`config.mk`:
```
export PLATFORM = sky130hd
export DESIGN_NAME = i2s_decoder
export DESIGN_NICKNAME = d
export VERILOG_FILES = /design/src/rtl/i2s_decoder.sv
export SDC_FILE = /design/constraint.sdc
export NUM_CORES = 1
export LEC_CHECK = 0
export BUFFER_PORTS_ARGS = -buffer_cell sky130_fd_sc_hd__buf_4
export CAP_MARGIN = 40
export CORE_UTILIZATION = 50
export DETAILED_ROUTE_END_ITERATION = 10
export PLACE_DENSITY = 0.87
export RECOVER_POWER = 100
export SKIP_CTS_REPAIR_TIMING = 1
export SLEW_MARGIN = 20
export SYNTH_ARGS = -nofsm -noshare
export SYNTH_HDL_FRONTEND = slang
export SYNTH_SLANG_ARGS = --single-unit
```
`constraint.sdc`:
```
create_clock -name clk -period 2.1 [get_ports clk]
set_input_delay 0.105 -clock clk [delete_from_list [all_inputs] [get_ports clk]]
set_output_delay 0.105 -clock clk [all_outputs]
set_load 0.005 [all_outputs]
```
`src/rtl/i2s_decoder.sv`:
```
// i2s_decoder: recovers left/right PCM words from an external I2S stream
// (LRCLK, BCLK, serial data) that is asynchronous to clk.
// Optional feature macro: I2S_DECODER_SYNC2_EN selects a two-flop input
// synchronizer (3-clk input-to-detection latency). When the macro is left
// undefined, a single input register is used (2-clk latency).
// Handshake: l_valid_o / r_valid_o / frame_valid_o / short_frame_o are
// single-clk strobes with no ready; l_chan_o / r_chan_o are valid from a
// strobe until the next strobe of the same channel and hold their value
// in between.
module i2s_decoder #(
  parameter int DATA_BITS = 16
) (
  input  logic                 clk,
  input  logic                 rst,
  input  logic                 lrclk_i,
  input  logic                 bclk_i,
  input  logic                 dacdat_i,
  output logic [DATA_BITS-1:0] l_chan_o,
  output logic [DATA_BITS-1:0] r_chan_o,
  output logic                 l_valid_o,
  output logic                 r_valid_o,
  output logic                 frame_valid_o,
  output logic                 short_frame_o
);

  localparam int CW = $clog2(DATA_BITS + 1);

  typedef enum logic [1:0] {
    IDLE  = 2'd0,
    SKIP  = 2'd1,
    SHIFT = 2'd2,
    HOLD  = 2'd3
  } state_t;

  // Input capture: bit 2 = lrclk, bit 1 = bclk, bit 0 = dacdat
`ifdef I2S_DECODER_SYNC2_EN
  logic [2:0] meta_q, meta_d;
`endif
  logic [2:0] sync_q, sync_d;
  logic       lr_h_q, lr_h_d;
  logic       bclk_h_q, bclk_h_d;

  state_t                 state_q, state_d;
  logic                   chan_q, chan_d;
  logic [CW-1:0]          cnt_q, cnt_d;
  logic [DATA_BITS-1:0]   shift_q, shift_d;
  logic [DATA_BITS-1:0]   l_chan_q, l_chan_d;
  logic [DATA_BITS-1:0]   r_chan_q, r_chan_d;
  logic                   l_valid_q, l_valid_d;
  logic                   r_valid_q, r_valid_d;
  logic                   frame_valid_q, frame_valid_d;
  logic                   short_frame_q, short_frame_d;
  logic                   frame_ok_q, frame_ok_d;

  logic                   lr_s, bclk_s, dat_s;
  logic                   lr_edge, bclk_rise;
  logic [DATA_BITS-1:0]   word_w;

  // Synchronizer and edge-history next values
  always_comb begin
`ifdef I2S_DECODER_SYNC2_EN
    meta_d = {lrclk_i, bclk_i, dacdat_i};
    sync_d = meta_q;
`else
    sync_d = {lrclk_i, bclk_i, dacdat_i};
`endif
    lr_s      = sync_q[2];
    bclk_s    = sync_q[1];
    dat_s     = sync_q[0];
    lr_h_d    = lr_s;
    bclk_h_d  = bclk_s;
    lr_edge   = lr_s ^ lr_h_q;
    bclk_rise = bclk_s & ~bclk_h_q;
  end

  // Capture FSM: next state, shifter, counter and output strobes
  always_comb begin
    state_d       = state_q;
    chan_d        = chan_q;
    cnt_d         = cnt_q;
    shift_d       = shift_q;
    l_chan_d      = l_chan_q;
    r_chan_d      = r_chan_q;
    l_valid_d     = 1'b0;
    r_valid_d     = 1'b0;
    frame_valid_d = 1'b0;
    short_frame_d = 1'b0;
    frame_ok_d    = frame_ok_q;
    word_w        = {shift_q[DATA_BITS-2:0], dat_s};

    if (lr_edge) begin
      // A word-clock edge always restarts capture; a coincident BCLK rise
      // is consumed as the one-bit delay slot.
      chan_d  = lr_s;
      cnt_d   = '0;
      shift_d = '0;
      state_d = bclk_rise ? SHIFT : SKIP;
      if (state_q == SKIP || state_q == SHIFT) begin
        short_frame_d = 1'b1;
        frame_ok_d    = 1'b0;
      end
    end else begin
      case (state_q)
        IDLE: begin
          state_d = IDLE;
        end
        SKIP: begin
          if (bclk_rise) begin
            state_d = SHIFT;
            cnt_d   = '0;
          end
        end
        SHIFT: begin
          if (bclk_rise) begin
            shift_d = word_w;
            if (cnt_q == CW'(DATA_BITS - 1)) begin
              cnt_d   = CW'(DATA_BITS);
              state_d = HOLD;
              if (chan_q) begin
                r_chan_d      = word_w;
                r_valid_d     = 1'b1;
                frame_valid_d = frame_ok_q;
                frame_ok_d    = 1'b0;
              end else begin
                l_chan_d   = word_w;
                l_valid_d  = 1'b1;
                frame_ok_d = 1'b1;
              end
            end else begin
              cnt_d = cnt_q + 1'b1;
            end
          end
        end
        HOLD: begin
          state_d = HOLD;
        end
        default: begin
          state_d = IDLE;
        end
      endcase
    end
  end

  // All state registers with synchronous active-high reset
  always_ff @(posedge clk) begin
    if (rst) begin
`ifdef I2S_DECODER_SYNC2_EN
      meta_q        <= '0;
`endif
      sync_q        <= '0;
      lr_h_q        <= 1'b0;
      bclk_h_q      <= 1'b0;
      state_q       <= IDLE;
      chan_q        <= 1'b0;
      cnt_q         <= '0;
      shift_q       <= '0;
      l_chan_q      <= '0;
      r_chan_q      <= '0;
      l_valid_q     <= 1'b0;
      r_valid_q     <= 1'b0;
      frame_valid_q <= 1'b0;
      short_frame_q <= 1'b0;
      frame_ok_q    <= 1'b0;
    end else begin
`ifdef I2S_DECODER_SYNC2_EN
      meta_q        <= meta_d;
`endif
      sync_q        <= sync_d;
      lr_h_q        <= lr_h_d;
      bclk_h_q      <= bclk_h_d;
      state_q       <= state_d;
      chan_q        <= chan_d;
      cnt_q         <= cnt_d;
      shift_q       <= shift_d;
      l_chan_q      <= l_chan_d;
      r_chan_q      <= r_chan_d;
      l_valid_q     <= l_valid_d;
      r_valid_q     <= r_valid_d;
      frame_valid_q <= frame_valid_d;
      short_frame_q <= short_frame_d;
      frame_ok_q    <= frame_ok_d;
    end
  end

  assign l_chan_o      = l_chan_q;
  assign r_chan_o      = r_chan_q;
  assign l_valid_o     = l_valid_q;
  assign r_valid_o     = r_valid_q;
  assign frame_valid_o = frame_valid_q;
  assign short_frame_o = short_frame_q;

endmodule

```
==> flow_summary.yaml <==
die:
  die_y_um: 73.2
  io_pins: 41
  die_area_mm2: 0.00535
  std_cell_rows: 25
  die_w_um: 73.2
  floorplan.initialDensity_pct: 52.9
  coreArea_mm2: 0.00479
setup_path:
  cp_slowest_stage_delay_ns: 0.39
  r2r_slack_ns: 0.20
  crit_top_cell: "ha_1"
  r2r_start: "cnt_q[0]"
  worstPathCellList: "ha_1 > and3_1 > ha_1 > inv_1 > nor4_4 > buf_4 > mux2i_1"
  r2r_end: "l_chan_o[4]"
  criticalPathCategory: "reg2reg"
  worstPathRequired_ns: 2.37
  cpMaxStageDelayCell: "dfxtp_1"
  cp.arrival_ns: 2.18
  crit_fanout: 6
  cp-start-kind: "flip-flop"
  ff2ff_path_depth: 7
  cp-end-kind: "flip-flop"
routing:
  drt-total-wl_um: 4830
  wl_met1_um: 2060
  routed-wl-met3_um: 221
  firstDrtPassIters: 4
  route.detailed.drc: 0
  via_count: 2003
  wl_per_cell_um: 12.4
  postRouteAntennaNets: 0
  drt_iter0_markers: 123
  wl_met2_um: 2430
  top_layer_used: "met4"
  via_per_inst: 5.12
place:
  hpwl_um: 3370
  gp_congestion: 0.796
  port_buffers: 40
  placed_area_mm2: 0.00293
global_route:
  antenna_found_initial: 0
  grt_pass1_vias: 1899
  grt_util_all_layers_pct: 19.8
  grt_pass1_wl_um: 7940
  overflow: 0
  grt_start_max_net_pins: 53
sta:
  slew-limit-headroom_pct: 58.7
  tns_ns: 0
  grt_setup_unrepaired: "no"
  whs_ns: -0.0188
  finalCritPeriodShare_pct: 90.6
  worst_pin_slew_ns: 0.618
  final-max-slew-violation-count: 0
  hold_viol: 1
  finClkSkew_ns: 0.00905
  setup_violations: 0
  post-route-min-period_ns: 1.90
  max_freq_mhz: 526
yosys:
  synth_warnings: 0
  synth_edf_count: 0
  synthFlopType: "dfxtp_1"
  synth-simple-area-share_pct: 20.5
  synth_mux_area_share_pct: 12.6
  synthXorXnorAreaFrac_pct: 0.988
  ys_seq_area_share_pct: 51.4
  ys_ff_latch: 65
  async_reset_ff_share_pct: 0
  synth_top_family_by_area: "simple AND/OR/NAND/NOR gates"
  syn_area_mm2: 0.00253
  synth_top_area_share_pct: 51.4
  syn_inst: 271
  avgSynthCellArea_um2: 9.34
  ys_types: 36
  synth_top_area_cell: "dfxtp_1"
  synth_compound_area_share_pct: 8.25
  synthTopCellsByArea: "dfxtp_1 51%, mux2i_1 13%, nand2_1 12%, a21oi_1 4.2%, ha_1 3.0%"
  synth_nets: 282
  synth_fa_ha_area_share_pct: 2.96
run:
  drv_cap: 0
final_layout:
  finalInstanceArea_mm2: 0.00309
  post-route-util_pct: 64.6
  multi_input_area_mm2: 0.00114
  diodes: 0
  regArea_mm2: 0.00130
  area_growth_pct: 22.1
  drive_above_1_share_pct: 18.8
  nFillCells: 389
  nets: 330
clock_network:
  cts_tree: "yes"
  cts_buffers: 9
  h-tree-depth: 3
  clock_latency_ns: 0.35
  cts.sinks: 65
  cts-root-buf: "clkbuf_8"
  cts.clk_slew.worst_paths_ns: 0.07
  clockBufferDepth: 2
min_path:
  min_path_type: "in2reg"
  holdPathStages: 2
  hp-start: "bclk_i"
  hold_end: "sync_q[1]"
power:
  vdd_drop_max_mv: 0.437
  p_leak_nw: 1.22
  power_density_mw_per_mm2: 742
status:
  violations: "negative hold slack"
  status: "finished, violations left"
worst max-delay path by stage:
stage	from	end	depth (start not counted)
detailed placement	cnt_q[0]	l_chan_o[4]	7
CTS	cnt_q[0]	l_chan_o[4]	7
finish	cnt_q[0]	l_chan_o[4]	7
global placement	cnt_q[0]	l_chan_o[5]	7
global route	cnt_q[0]	l_chan_o[2]	7
floorplan	cnt_q[0]	l_chan_o[10]	7
state kept, by name, summed over array words and instances (netlist names), 2 cells and up:
name,count
r_chan_o,16
sync_q,3
l_chan_o,16
cnt_q,5
state_q,2
shift_q,15
cells in the final DEF (no fill, tap or decap), types with 2 or more instances in the layout:
cell / n
nand2_1: 83
dfxtp_1: 65
clkbuf_4: 36
mux2i_1: 32
a21oi_1: 21
clkbuf_8: 10
nand2b_1: 6
nor2b_1: 6
ha_1: 6
clkbuf_1: 6
inv_1: 5
buf_4: 5
nand3_1: 4
o21ai_0: 4
clkinv_2: 3
and3_1: 2
nor2_1: 2
a211oi_1: 2
a311oi_1: 2
dlygate4sd3_1: 2
kinds of logic after synthesis:
group / Yosys count
and+or+nand+nor: 112
DFF: 65
AOI/OAI and AO/OA: 35
muxes: 32
buffers and inverters: 19
adders and majority gates: 6
xor gates and xnor gates: 2
metrics by stage:
step                worst slack [ns]  std cells  power [mW]
CTS                            0.189        389        2.32
global placement               0.303        373        1.41
finish                         0.198        391        2.29
floorplan                      0.122        271        1.37
global route                  0.0326        391        2.39
detailed placement             0.194        373        1.41
synthesized netlist by cell type, types with 2 or more instances:
| cell type | number |
|---|---|
| a211oi_1 | 2 |
| a21oi_1 | 21 |
| a311oi_1 | 2 |
| and3_1 | 2 |
| clkbuf_1 | 10 |
| dfxtp_1 | 65 |
| ha_1 | 6 |
| inv_1 | 5 |
| mux2i_1 | 32 |
| nand2_1 | 83 |
| nand2b_1 | 6 |
| nand3_1 | 4 |
| nor2_1 | 2 |
| nor2b_1 | 6 |
| o21ai_0 | 4 |
critical path: cells and delay by family, from the launching register on:
kind                       cells  cell delay, ns
and+or+nand+nor                2            0.50
adders and majority gates      2            0.44
DFF                            1            0.39
buffers and inverters          2            0.31
muxes                          1            0.20
per-layer routing:
| metal | global-route usage (%) | up-vias |
|---|---|---|
| li1 | - | 1006 |
| met1 | 21.3 | 931 |
| met2 | 33.5 | 50 |
| met3 | 7.73 | 16 |
| met4 | 10.2 | 0 |
| met5 | 0 | - |
power by group:
part | switching (mW) | internal (mW) | total, mW
clock | 0.454 | 0.455 | 0.909
combinational | 0.0821 | 0.0404 | 0.123
sequential | 0.0155 | 1.25 | 1.26
final cells by class:
cell class | instances | share of cell area (%)
tap | 67 | 2.71
clock buffer | 11 | 4.57
sequential | 65 | 42.1
timing repair buffer | 50 | 12.0
inverter | 6 | 0.728
clock inverter | 5 | 1.01
multi-input combinational | 187 | 36.9
(Power assumes the default switching activity.)
